--- config.mk ---
export PLATFORM = sky130hd
export DESIGN_NAME = serial_adder_flat
export DESIGN_NICKNAME = d
export VERILOG_FILES = /design/src/rtl/serial_adder_if.sv /design/src/rtl/serial_adder.sv /design/src/flat_wrapper.sv
export SDC_FILE = /design/constraint.sdc
export NUM_CORES = 1
export LEC_CHECK = 0
export ABC_AREA = 1
export BUFFER_PORTS_ARGS = -buffer_cell sky130_fd_sc_hd__buf_2
export CORE_MARGIN = 5
export CORE_UTILIZATION = 57
export CTS_CLUSTER_SIZE = 40
export DETAILED_ROUTE_END_ITERATION = 10
export GPL_TIMING_DRIVEN = 0
export PLACE_DENSITY_LB_ADDON = 0.2
export SYNTH_ARGS = -nofsm -noshare
export SYNTH_HDL_FRONTEND = slang
export SYNTH_HIERARCHICAL = 1
export SYNTH_SLANG_ARGS = --single-unit
--- constraint.sdc ---
create_clock -name clk -period 3.1 [get_ports clk]
set_clock_uncertainty 0.2 [all_clocks]
set_input_delay 0.62 -clock clk [delete_from_list [all_inputs] [get_ports clk]]
set_output_delay 0.62 -clock clk [all_outputs]
set_load 0.005 [all_outputs]
--- src/rtl/serial_adder_if.sv ---
// Operand/result handshake bundle for the bit-serial adder.
// The master drives operands and accepts results; the slave is the adder.
interface serial_adder_if #(
  parameter int WIDTH = 8
);
  logic             in_valid;
  logic             in_ready;
  logic [WIDTH-1:0] a;
  logic [WIDTH-1:0] b;
  logic             cin;
  logic             out_valid;
  logic             out_ready;
  logic [WIDTH-1:0] sum;
  logic             cout;

  modport master (
    output in_valid, a, b, cin, out_ready,
    input  in_ready, out_valid, sum, cout
  );

  modport slave (
    input  in_valid, a, b, cin, out_ready,
    output in_ready, out_valid, sum, cout
  );
endinterface

--- src/rtl/serial_adder.sv ---
// Bit-serial adder: two half-adder cells plus a carry flop retire one operand
// bit per cycle, LSB first, and the result is offered over valid/ready.
module ha_cell (
  input  logic a_i,
  input  logic b_i,
  output logic s_o,
  output logic c_o
);
  assign s_o = a_i ^ b_i;
  assign c_o = a_i & b_i;
endmodule

module serial_adder #(
  parameter int WIDTH = 8,
  parameter int CNT_W = $clog2(WIDTH) + 1
) (
  input  logic         clk,
  input  logic         rst_n,
  serial_adder_if.slave bus
);
  localparam logic [1:0] S_IDLE = 2'd0;
  localparam logic [1:0] S_RUN  = 2'd1;
  localparam logic [1:0] S_DONE = 2'd2;
  localparam logic [CNT_W-1:0] LAST_BIT = CNT_W'(WIDTH - 1);

  logic [1:0]       state_q, state_d;
  logic [WIDTH-1:0] shift_a_q, shift_a_d;
  logic [WIDTH-1:0] shift_b_q, shift_b_d;
  logic [WIDTH-1:0] sum_q, sum_d;
  logic             carry_q, carry_d;
  logic             cout_q, cout_d;
  logic [CNT_W-1:0] cnt_q, cnt_d;

  logic p, g1, s, g2;

  ha_cell u_ha1 (.a_i(shift_a_q[0]), .b_i(shift_b_q[0]), .s_o(p), .c_o(g1));
  ha_cell u_ha2 (.a_i(p),            .b_i(carry_q),      .s_o(s), .c_o(g2));

  always_comb begin
    state_d   = state_q;
    shift_a_d = shift_a_q;
    shift_b_d = shift_b_q;
    sum_d     = sum_q;
    carry_d   = carry_q;
    cout_d    = cout_q;
    cnt_d     = cnt_q;
    case (state_q)
      S_IDLE: begin
        if (bus.in_valid) begin
          shift_a_d = bus.a;
          shift_b_d = bus.b;
          carry_d   = bus.cin;
          cnt_d     = '0;
          state_d   = S_RUN;
        end
      end
      S_RUN: begin
        carry_d   = g1 | g2;
        // cout tracks the running carry so it is final the moment DONE is entered,
        // while staying untouched by the carry-in load at the next handshake.
        cout_d    = g1 | g2;
        sum_d     = {s, sum_q[WIDTH-1:1]};
        shift_a_d = {1'b0, shift_a_q[WIDTH-1:1]};
        shift_b_d = {1'b0, shift_b_q[WIDTH-1:1]};
        cnt_d     = cnt_q + 1'b1;
        if (cnt_q == LAST_BIT) state_d = S_DONE;
      end
      S_DONE: begin
        if (bus.out_ready) state_d = S_IDLE;
      end
      default: state_d = S_IDLE;
    endcase
  end

  always_ff @(posedge clk or negedge rst_n) begin
    if (!rst_n) begin
      state_q   <= S_IDLE;
      shift_a_q <= '0;
      shift_b_q <= '0;
      sum_q     <= '0;
      carry_q   <= 1'b0;
      cout_q    <= 1'b0;
      cnt_q     <= '0;
    end else begin
      state_q   <= state_d;
      shift_a_q <= shift_a_d;
      shift_b_q <= shift_b_d;
      sum_q     <= sum_d;
      carry_q   <= carry_d;
      cout_q    <= cout_d;
      cnt_q     <= cnt_d;
    end
  end

  assign bus.in_ready  = (state_q == S_IDLE);
  assign bus.out_valid = (state_q == S_DONE);
  assign bus.sum       = sum_q;
  assign bus.cout      = cout_q;
endmodule

--- src/flat_wrapper.sv ---
// flat-port wrapper written by rule: the top's interface ports become plain ports
module serial_adder_flat 
#(
  parameter int WIDTH = 8,
  parameter int CNT_W = $clog2(WIDTH) + 1
)
  (clk, rst_n, bus_in_valid, bus_a, bus_b, bus_cin, bus_out_ready, bus_in_ready, bus_out_valid, bus_sum, bus_cout);
  serial_adder_if #(.WIDTH(WIDTH)) bus_i ();
  input  logic clk;
  input  logic rst_n;
  input wire logic [$bits(bus_i.in_valid)-1:0] bus_in_valid;
  input wire logic [$bits(bus_i.a)-1:0] bus_a;
  input wire logic [$bits(bus_i.b)-1:0] bus_b;
  input wire logic [$bits(bus_i.cin)-1:0] bus_cin;
  input wire logic [$bits(bus_i.out_ready)-1:0] bus_out_ready;
  output wire logic [$bits(bus_i.in_ready)-1:0] bus_in_ready;
  output wire logic [$bits(bus_i.out_valid)-1:0] bus_out_valid;
  output wire logic [$bits(bus_i.sum)-1:0] bus_sum;
  output wire logic [$bits(bus_i.cout)-1:0] bus_cout;
  assign bus_i.in_valid = bus_in_valid;
  assign bus_i.a = bus_a;
  assign bus_i.b = bus_b;
  assign bus_i.cin = bus_cin;
  assign bus_i.out_ready = bus_out_ready;
  assign bus_in_ready = bus_i.in_ready;
  assign bus_out_valid = bus_i.out_valid;
  assign bus_sum = bus_i.sum;
  assign bus_cout = bus_i.cout;
  serial_adder #(.WIDTH(WIDTH), .CNT_W(CNT_W)) u_core (.clk(clk), .rst_n(rst_n), .bus(bus_i));
endmodule
==> impl_results.md, run 1 <==
* Initial DRC Count at 88
* Gate Count Post-Synth at 165
* Clock tree from TritonCTS: done
* Synth Register Bits at 32
* Clk sinks at 32
* Slowest-stage cell, CP: dfrtp_1
* Final Setup Violations at 0
* Fill count at 207
* Max_cap viols at 0
* Post-CTS Resized at 0
* Synth Warn # at 6
* Area share of and/or/nand/nor cells after synthesis at 0.3162
* Area grow syn2layout at 17.39%
* CP Max Fanout at 4
* Crit path kind: flop to output port
* Setup repair bufs after CTS at 0
* Largest cells by area after synthesis: dfrtp_1 (55%), nand2_1 (14%), nand3_1 (13%)
* Async set-or-reset flop fraction in the synthesized netlist at 1.000
* Share of the yosys chip area belonging to registers at 0.5484
* TNS Setup at 0 ns
* Crit path largest cell delay at 0.45 ns
* Total die area at 3674 sq um
* Pwr Density at 995.2 nW/um^2
* Vias/cell at 5.393
* Status: completed
* I/O pin cnt at 32
* Worst slew pin tran at 0.6963 ns
* Vias at 1262
* Top cell type by total area after synthesis: dfrtp_1
* ANT nets after route at 0
* DP Wirelength at 2.251 mm
* Hold buffers post-CTS at 0
* Ant. Diodes at 0
* Share of cells above drive strength 1 at 0.2696
* Lkg Pwr at 0.9292 nW
* TritonCTS buffer count at 5
* Largest net degree at the start of global routing at 33
* Gr usage total at 0.2072
* Initial core utilization at 0.5948
* WP data arrival at 1.09 ns
* Final min period at 1.910 ns
* Syn nets at 189
* Hold WC Path Type: primary input to asynchronous set/reset pin
* Routed len/inst at 13.58 microns
* Remaining DRCs at 0
* Vias in the first global route at 1293
* RSZ-0062 raised after global routing: no
* Worst path cell trace: nor2_2, buf_2
* FP Rows at 18
* Root buf cell: clkbuf_4
* Final Net Count at 227
* GR Layer Usage met2 at 0.3405
* Final hold violations at 0
* First-pass GRT wire length at 5.485 mm
* Largest family of logic cells by synthesized area: simple AND/OR/NAND/NOR gates
* Netlist cell types at 18
* Post-synth EDFFs at 0
* Die height at 60.61 microns
* Synth Area in Compound Gates at 0.03428
* Final Util at 0.6983
* Clk Latency, worst-skew pair at 0.33 ns
* Worst path required time at 2.28 ns
* Max Freq at 523.5 MHz
* Most common cell in the netlist: nand2_1
* Most Used Layer, Global Route: met2
* Cell Area, Synth at 1460 sq um
* First-pass iteration count of the detailed router at 4
* Overflow after GRT at 0
* Yosys top cell area share at 0.5484
* Area of the core at 2455 sq um
* Die X at 60.61 microns
* Fin. max-slew vios at 0
* Synth top cells by count: nand2_1 (54), nand3_1 (37), dfrtp_1 (32), inv_1 (7)
* Tcrit/Tclk final at 0.6162
* Total Routed Length at 3.178 mm
* Port Buffer Count at 31
* Mapped Avg Cell Area at 8.849 sq um
* Gpl congestion at 0.7660
* Post-synth top flop: dfrtp_1
* Synth Area in XOR/XNOR at 0
* Startpoint Class: flop
* Adder-cell share of the synthesized area at 0.02571
* Met1 usage at 0.2410
* Slew Limit Headroom at 0.5358
* Max VDD drop at 0.6113 mV
* Critical Path End Type: output port
* Multiplexer share of the synthesized area at 0
* Clk pin slew, worst setup/hold paths at 0.11 ns
* Clock Tree Buf Depth at 2
* M3 GR Usage at 0.07660
* Initial antenna violation count at 0
* CTS H-Tree Depth at 2
final cells by class:
type	instances	area, sq um	area share
Sequential cell	32	800.8	0.4672
Clock buffer	6	51.30	0.02993
Inverter	10	40.04	0.02336
Multi-Input combinational cell	115	549.3	0.3204
Tap cell	30	37.54	0.02190
Buffer	8	70.07	0.04088
Clock inverter	2	10.01	0.005839
Timing Repair Buffer	31	155.1	0.09051
metrics by stage:
step / cell area, sq um / worst slack [ns] / cells / power (mW) / hold slack [ns]
after floorplan: 1460 / 1.663 / 165 / 1.230 / 0.1244
after global placement: 1653 / 1.561 / 226 / 1.416 / 0.2502
after detailed placement: 1653 / 1.549 / 226 / 1.462 / 0.2595
after CTS: 1714 / 1.175 / 234 / 1.718 / 0.1369
after global routing: 1714 / 1.107 / 234 / 1.863 / 0.1714
final: 1714 / 1.190 / 234 / 1.706 / 0.1184
cells in the final DEF (no fill, tap or decap):
cell,count
nor2_1,3
nand3_2,2
inv_4,1
nand2_1,54
inv_2,2
buf_4,2
ha_1,3
clkbuf_4,5
nand2_2,1
o21ai_1,5
clkbuf_8,1
buf_6,4
nor2_4,1
clkinv_2,2
nand4_1,3
buf_2,33
o21ai_0,5
nand3_1,37
dfrtp_1,32
inv_1,7
nor2_2,1
path summary, 6_finish.rpt:
| kind | start | endpoint | slack, ns | cells past startpoint |
|---|---|---|---|---|
| setup / recovery | u_core/state_q[1]$_DFFE_PN0P_ | bus_in_ready | 1.19 | 2 |
| hold / removal | rst_n | u_core/cnt_q[3]$_DFFE_PN0P_ | 0.12 | 1 |
| setup reg to reg | u_core/shift_a_q[0]$_DFFE_PN0P_ | u_core/carry_q$_DFFE_PN0P_ | 1.56 | 4 |
| hold reg to reg | u_core/bus.cout$_DFFE_PN0N_ | u_core/bus.cout$_DFFE_PN0N_ | 0.28 | 2 |
| max in group asynchronous | rst_n | u_core/shift_b_q[5]$_DFFE_PN0P_ | 2.13 | 1 |
| min in group clk | u_core/bus.cout$_DFFE_PN0N_ | u_core/bus.cout$_DFFE_PN0N_ | 0.28 | 2 |
cell families after synthesis:
logic type | after synthesis
flops | 32
buf+inv | 18
fa+ha+maj | 3
compound gates | 10
simple gates | 102
critical path: cells and delay by family, from the launching register on:
kind                   cells  cell delay, ns
buffers and inverters      1            0.14
and+or+nand+nor            1            0.18
DFF                        1            0.45
per-layer routing:
layer | routed length (microns) | vias to the layer above
met5 | 0 | -
met1 | 1361 | 593
met4 | 40 | 0
met2 | 1573 | 44
li1 | - | 619
met3 | 203 | 6
power breakdown:
| part | leakage, nW | switching [mW] | total [mW] | internal [mW] |
|---|---|---|---|---|
| sequential | 0.404 | 0.126 | 0.731 | 0.605 |
| clock | 0.0380 | 0.141 | 0.249 | 0.108 |
| combinational | 0.487 | 0.426 | 0.726 | 0.300 |
sequential cells by signal, summed over array words and instances, names as in the netlist:
name and cells:
u_core/bus.sum 8, u_core/bus.cout 1, u_core/state_q 2, u_core/carry_q 1
u_core/cnt_q 4, u_core/shift_a_q 8, u_core/shift_b_q 8
No activity file was read; power rests on OpenSTA's default activity.
==> run 2, diff against run 1 <==
--- a/config.mk
+++ b/config.mk
@@ -5,10 +5,10 @@
 export SDC_FILE = /design/constraint.sdc
 export NUM_CORES = 1
 export LEC_CHECK = 0
-export ABC_AREA = 1
+export ABC_AREA = 0
 export BUFFER_PORTS_ARGS = -buffer_cell sky130_fd_sc_hd__buf_2
 export CORE_MARGIN = 5
-export CORE_UTILIZATION = 57
+export CORE_UTILIZATION = 52
 export CTS_CLUSTER_SIZE = 40
 export DETAILED_ROUTE_END_ITERATION = 10
 export GPL_TIMING_DRIVEN = 0
==> constraint.sdc (replaced) <==
create_clock -name clk -period 2 [get_ports clk]
set_clock_uncertainty 0.2 [all_clocks]
set_input_delay 0.4 -clock clk [delete_from_list [all_inputs] [get_ports clk]]
set_output_delay 0.4 -clock clk [all_outputs]
set_load 0.005 [all_outputs]
==> run 2 against run 1 <==
Effect of this change: global-route usage down 3.6 points; clock-buffer cell count up 2; worst hold slack about the same; clock power up 53%; first-iteration DRC count down 53%; combinational power up 3.0%; final cell count down 15%; non-clock buffer count up 1; largest cell class unchanged; largest power group unchanged; highest routed layer unchanged.
==> impl_results.md, run 2 <==
* Vias/cell at 5.605
* TNS Setup at 0 ns
* Initial core utilization at 0.5565
* Remaining DRCs at 0
* Port Buffer Count at 31
* Initial DRC Count at 41
* I/O pin cnt at 32
* Final hold violations at 0
* Slew Limit Headroom at 0.5434
* ANT nets after route at 0
* Share of cells above drive strength 1 at 0.2824
* Clk Latency, worst-skew pair at 0.33 ns
* M3 GR Usage at 0.04339
* Routed len/inst at 14.27 microns
* Status: completed
* Min-Delay Path Depth at 3
* Crit path largest cell delay at 0.45 ns
* Most used cell, CP: buf_2
* Yosys top cell area share at 0.5704
* Vias in the first global route at 1072
* Worst path required time at 1.40 ns
* Fin. max-slew vios at 0
* Max Freq at 534.9 MHz
* Setup repair bufs after CTS at 0
* Final min period at 1.869 ns
* Clk sinks at 32
* Tcrit/Tclk final at 0.9347
* Pwr Density at 1313 nW/um^2
* Crit-path leading delay family: flip-flops
* Total die area at 3839 sq um
* Max_cap viols at 0
* Overflow after GRT at 0
* Gr usage total at 0.1708
* Share of the yosys chip area belonging to registers at 0.5704
* Worst r2r dst: u_core/carry_q$_DFFE_PN0P_
* Max VDD drop at 0.8457 mV
* Clock Tree Buf Depth at 2
* Synth Warn # at 6
* Most Used Layer, Global Route: met2
* Async set-or-reset flop fraction in the synthesized netlist at 1.000
* Hold WC Path Type: primary input to flop
* Die X at 61.96 microns
* Leading cell type in the layout, fill and taps excluded: buf_2
* WP data arrival at 1.27 ns
* FP Rows at 18
* Crit path kind: flop to output port
* Vias at 1121
* DP Wirelength at 2.049 mm
* Initial antenna violation count at 0
* Reg-to-reg startpoint: u_core/shift_a_q[0]$_DFFE_PN0P_
* Final Setup Violations at 0
* Critical Path End Type: output port
* Post-synth top flop: dfrtp_1
* Syn nets at 154
* Clock tree from TritonCTS: done
* Post-synth EDFFs at 0
* Largest cells by area after synthesis: dfrtp_1 (57%), a22oi_1 (7.0%), o21ai_0 (6.4%)
* First-pass GRT wire length at 4.685 mm
* Mapped Avg Cell Area at 10.80 sq um
* Slowest-stage cell, CP: dfrtp_2
* Worst slew pin tran at 0.6848 ns
* Fill count at 235
* RSZ-0062 raised after global routing: no
* Total Routed Length at 2.853 mm
* Reg2Reg Depth at 5
* Hold Path Sink: u_core/state_q[1]$_DFFE_PN0P_
* Die height at 61.96 microns
* Cell Area, Synth at 1404 sq um
* Gpl congestion at 0.7630
* Met1 usage at 0.2154
* Root buf cell: clkbuf_4
* TritonCTS buffer count at 5
* Worst path cell trace: buf_2, nor2_1, buf_2
* Area of the core at 2522 sq um
* Reg2Reg Setup Slack at 0.41 ns
* CTS H-Tree Depth at 2
* Most common cell in the netlist: dfrtp_1
* Clk pin slew, worst setup/hold paths at 0.10 ns
* Area grow syn2layout at 18.72%
* Pre-CTS setup slack at 0.3957 ns
* Hold_sp: bus_out_ready
* GR Layer Usage met2 at 0.2737
* First-pass iteration count of the detailed router at 7
* Final Net Count at 193
* Commonest cells after routing, fill and taps aside: buf_2 (37), dfrtp_1 (31), nand2_1 (21)
* Crit path buf inv count at 2
* Largest net degree at the start of global routing at 33
* Top cell type by total area after synthesis: dfrtp_1
* Ant. Diodes at 0
* Startpoint Class: flop
* Lkg Pwr at 0.8123 nW
* CP Max Fanout at 10
* Synth Register Bits at 32
* Netlist cell types at 27
* Final WS setup at 0.1306 ns
* Synth top cells by count: dfrtp_1 (32), nand2_1 (21), o21ai_0 (18), a22oi_1 (13)
* Gate Count Post-Synth at 130
[run 2: area by class of cell]
class,instances,area [sq um],share of cell area
inverters,3,11.26,0.006757
flip-flops and latches,32,802.0,0.4812
multi-input cells,87,550.5,0.3303
well taps,30,37.54,0.02252
plain buffers,8,41.29,0.02477
repair buffers,32,165.2,0.09910
clock buffers,8,58.81,0.03529
[run 2: cells by family after synthesis]
logic type,count (synthesis),synth area share
and+or+nand+nor,33,0.1070
AOI/OAI and AO/OA,42,0.1872
DFF,32,0.5704
adders and majority gates,3,0.02674
muxes,9,0.07130
buffers and inverters,11,0.03743
[run 2: repair_timing]
item / CTS / global route
gates resized for setup: 0 / 1
endpoints found under the hold margin: 32 / 0
setup endpoints to repair: 0 / 1
hold buffers: 1 / 0
[run 2: worst register-to-register path, cell delays in order, from the launching register on]
cell and delay [ns]:
dfrtp_1 0.40, ha_1 0.30, ha_1 0.21, o21a_1 0.18, a21oi_1 0.12, o21ai_1 0.07
[run 2: worst max path at each step]
| stage | start | endpoint | cells past startpoint | slack [ns] |
|---|---|---|---|---|
| finish | u_core/state_q[0]$_DFFE_PN0P_ | bus_in_ready | 3 | 0.13 |
| CTS | u_core/state_q[0]$_DFFE_PN0P_ | bus_in_ready | 3 | 0.11 |
| global route | u_core/state_q[0]$_DFFE_PN0P_ | bus_in_ready | 3 | 0.02 |
| floorplan | u_core/shift_a_q[0]$_DFFE_PN0P_ | u_core/carry_q$_DFFE_PN0P_ | 5 | 0.49 |
| global placement | u_core/shift_a_q[0]$_DFFE_PN0P_ | u_core/bus.sum[7]$_DFFE_PN0N_ | 3 | 0.44 |
| detailed placement | bus_in_valid | u_core/shift_a_q[4]$_DFFE_PN0P_ | 5 | 0.40 |
[run 2: stage by stage]
step	power [mW]	instance area, sq um	instances	hold WS, ns	utilization
2_1_floorplan	1.550	1404	130	-0.09559	-
3_3_place_gp	1.777	1597	191	0.2640	0.6329
3_5_place_dp	1.825	1597	191	0.2705	0.6329
4_1_cts	2.206	1665	200	0.1185	0.6602
5_1_grt	2.373	1667	200	0.1122	0.6607
6_report	2.188	1667	200	0.1183	0.6607
[run 2: where the power goes]
part / switching (mW) / total [mW] / internal, mW
registers: 0.158 / 1.06 / 0.901
clock network: 0.207 / 0.381 / 0.173
logic: 0.381 / 0.748 / 0.367
[run 2: routing by layer]
metal / vias to the layer above / share of wire
met5: - / 0
met4: 0 / 0.015
met3: 5 / 0.063
met2: 34 / 0.49
met1: 547 / 0.43
li1: 535 / -
==> run 3, diff against run 2 <==
--- a/config.mk
+++ b/config.mk
@@ -13,6 +13,7 @@
 export DETAILED_ROUTE_END_ITERATION = 10
 export GPL_TIMING_DRIVEN = 0
 export PLACE_DENSITY_LB_ADDON = 0.2
+export REMOVE_ABC_BUFFERS = 1
 export SYNTH_ARGS = -nofsm -noshare
 export SYNTH_HDL_FRONTEND = slang
 export SYNTH_HIERARCHICAL = 1
==> run 3 against run 2 <==
Effect of this change: setup slack got worse by 0.0057 ns; critical endpoint is now bus_out_valid; clock-buffer cell count is 1 lower; sequential power grew 5%.
==> impl_results.md, run 3 (synthesis gave the netlist of run 2 again) <==
* Status: completed
* Lkg Pwr at 0.7866 nW
* Share of cells above drive strength 1 at 0.2733
* Clock Tree Buf Depth at 2
* Pwr Density at 1328 nW/um^2
* Reg-to-reg startpoint: u_core/state_q[0]$_DFFE_PN0P_
* RSZ-0062 raised after global routing: no
* Setup repair bufs after CTS at 0
* Reg2Reg Depth at 2
* Total Routed Length at 2.682 mm
* Clk pin slew, worst setup/hold paths at 0.09 ns
* Max Freq at 533.3 MHz
* Fill count at 217
* Final Setup Violations at 0
* Ant. Diodes at 0
* Register area at 803.3 sq um
* Startpoint Class: flop
* First-pass iteration count of the detailed router at 4
* Dpl cells at 183
* Sw Share at 0.3368
* FP Rows at 18
* Internal Pwr Total at 1.448 mW
* Max VDD drop at 0.8976 mV
* Total power at 2.183 mW
* WHS at 0.1002 ns
* Logic pwr share at 0.306
* Hold WC Path Type: primary input to flop
* Initial DRC Count at 20
* Port Buffer Count at 31
* Psw at 0.7351 mW
* Crit path from: u_core/state_q[0]$_DFFE_PN0P_
* Min-Delay Path Depth at 3
* Worst slew pin tran at 0.6988 ns
* First-pass GRT wire length at 4.574 mm
* TritonCTS buffer count at 5
* Clock group share of total power at 0.186
* Reg2Reg Setup Slack at 0.16 ns
* Tcrit/Tclk final at 0.9375
* Gpl congestion at 0.7305
* Vias at 1078
* Finished Layout Cells at 191
* Multi-input gate area at 561.8 sq um
* Final min period at 1.875 ns
* CTS H-Tree Depth at 2
* Die X at 61.96 microns
* Gr usage total at 0.1687
* Max_cap viols at 0
* Initial antenna violation count at 0
* Final Net Count at 185
* I/O pin cnt at 32
* Clock tree from TritonCTS: done
* Clk sinks at 32
* Remaining DRCs at 0
* Hold Path Sink: u_core/state_q[1]$_DFFE_PN0P_
* Fin. max-slew vios at 0
* Clk Latency, worst-skew pair at 0.33 ns
* Placed cell area at 1555 sq um
* Vias/cell at 5.644
* WP data arrival at 1.28 ns
* Area of the core at 2522 sq um
* Crit path kind: flop to output port
* Hold_sp: bus_out_ready
* Final Util at 0.6518
* ANT nets after route at 0
* Area grow syn2layout at 17.11%
* Vias in the first global route at 1042
* Worst path required time at 1.40 ns
* Root buf cell: clkbuf_4
* Largest net degree at the start of global routing at 33
* Total die area at 3839 sq um
* TNS Setup at 0 ns
* Finished Cell Area at 1644 sq um
* Pre-CTS setup slack at -0.4340 ns
* Final WS setup at 0.1249 ns
* Die height at 61.96 microns
* CP Max Fanout at 25
* Worst r2r dst: u_core/bus.sum[7]$_DFFE_PN0N_
* DP Wirelength at 1.825 mm
* Routed len/inst at 14.04 microns
* Commonest cells after routing, fill and taps aside: buf_2 (31), dfrtp_1 (30), nand2_1 (21)
* Reg power frac at 0.508
* Critical Path End Type: output port
* Leading cell type in the layout, fill and taps excluded: buf_2
* Final hold violations at 0
* Slew Limit Headroom at 0.5341
* Initial core utilization at 0.5565
* Overflow after GRT at 0
## run 3: layer usage
layer | vias to the layer above | global-route usage | part of all wire
met5 | - | 0 | 0
met4 | 0 | 0.07273 | 0.018
met3 | 6 | 0.07025 | 0.088
met2 | 30 | 0.2751 | 0.46
met1 | 518 | 0.1941 | 0.43
li1 | 524 | - | -
## run 3: final cells by class
cell class,instances,share of cell area
Sequential cell,32,0.4886
Multi-Input combinational cell,87,0.3417
Timing Repair Buffer,32,0.1005
Clock buffer,7,0.03957
Tap cell,30,0.02283
Inverter,3,0.006849
## run 3: worst max-delay path, stage by stage (launching register included)
cell and delay (ns):
dfrtp_2 0.68, nor2b_1 0.11, buf_2 0.15
## run 3: worst max-delay path by stage
stage / cells past startpoint / slack, ns / to
final: 2 / 0.12 / bus_out_valid
after global routing: 2 / 0.02 / bus_out_valid
after CTS: 2 / 0.13 / bus_out_valid
after detailed placement: 2 / -0.43 / u_core/cnt_q[2]$_DFFE_PN0P_
after global placement: 2 / -0.45 / u_core/cnt_q[2]$_DFFE_PN0P_
after floorplan: 2 / 0.06 / u_core/cnt_q[2]$_DFFE_PN0P_
## run 3: power by group through the flow
stage               clock [mW]  combinational, mW  sequential (mW)
finish                   0.406              0.667             1.11
global route             0.449              0.769             1.15
CTS                      0.423              0.676             1.11
detailed placement           0              0.670             1.12
global placement             0              0.634             1.10
floorplan                    0              0.436             1.08
## run 3: timing repair
action                                  CTS  global route
resized for setup                         3             1
pin swaps                                 0             0
endpoints found under the setup margin   31             2
hold endpoints to repair                 32             0
hold buffers                              1             0
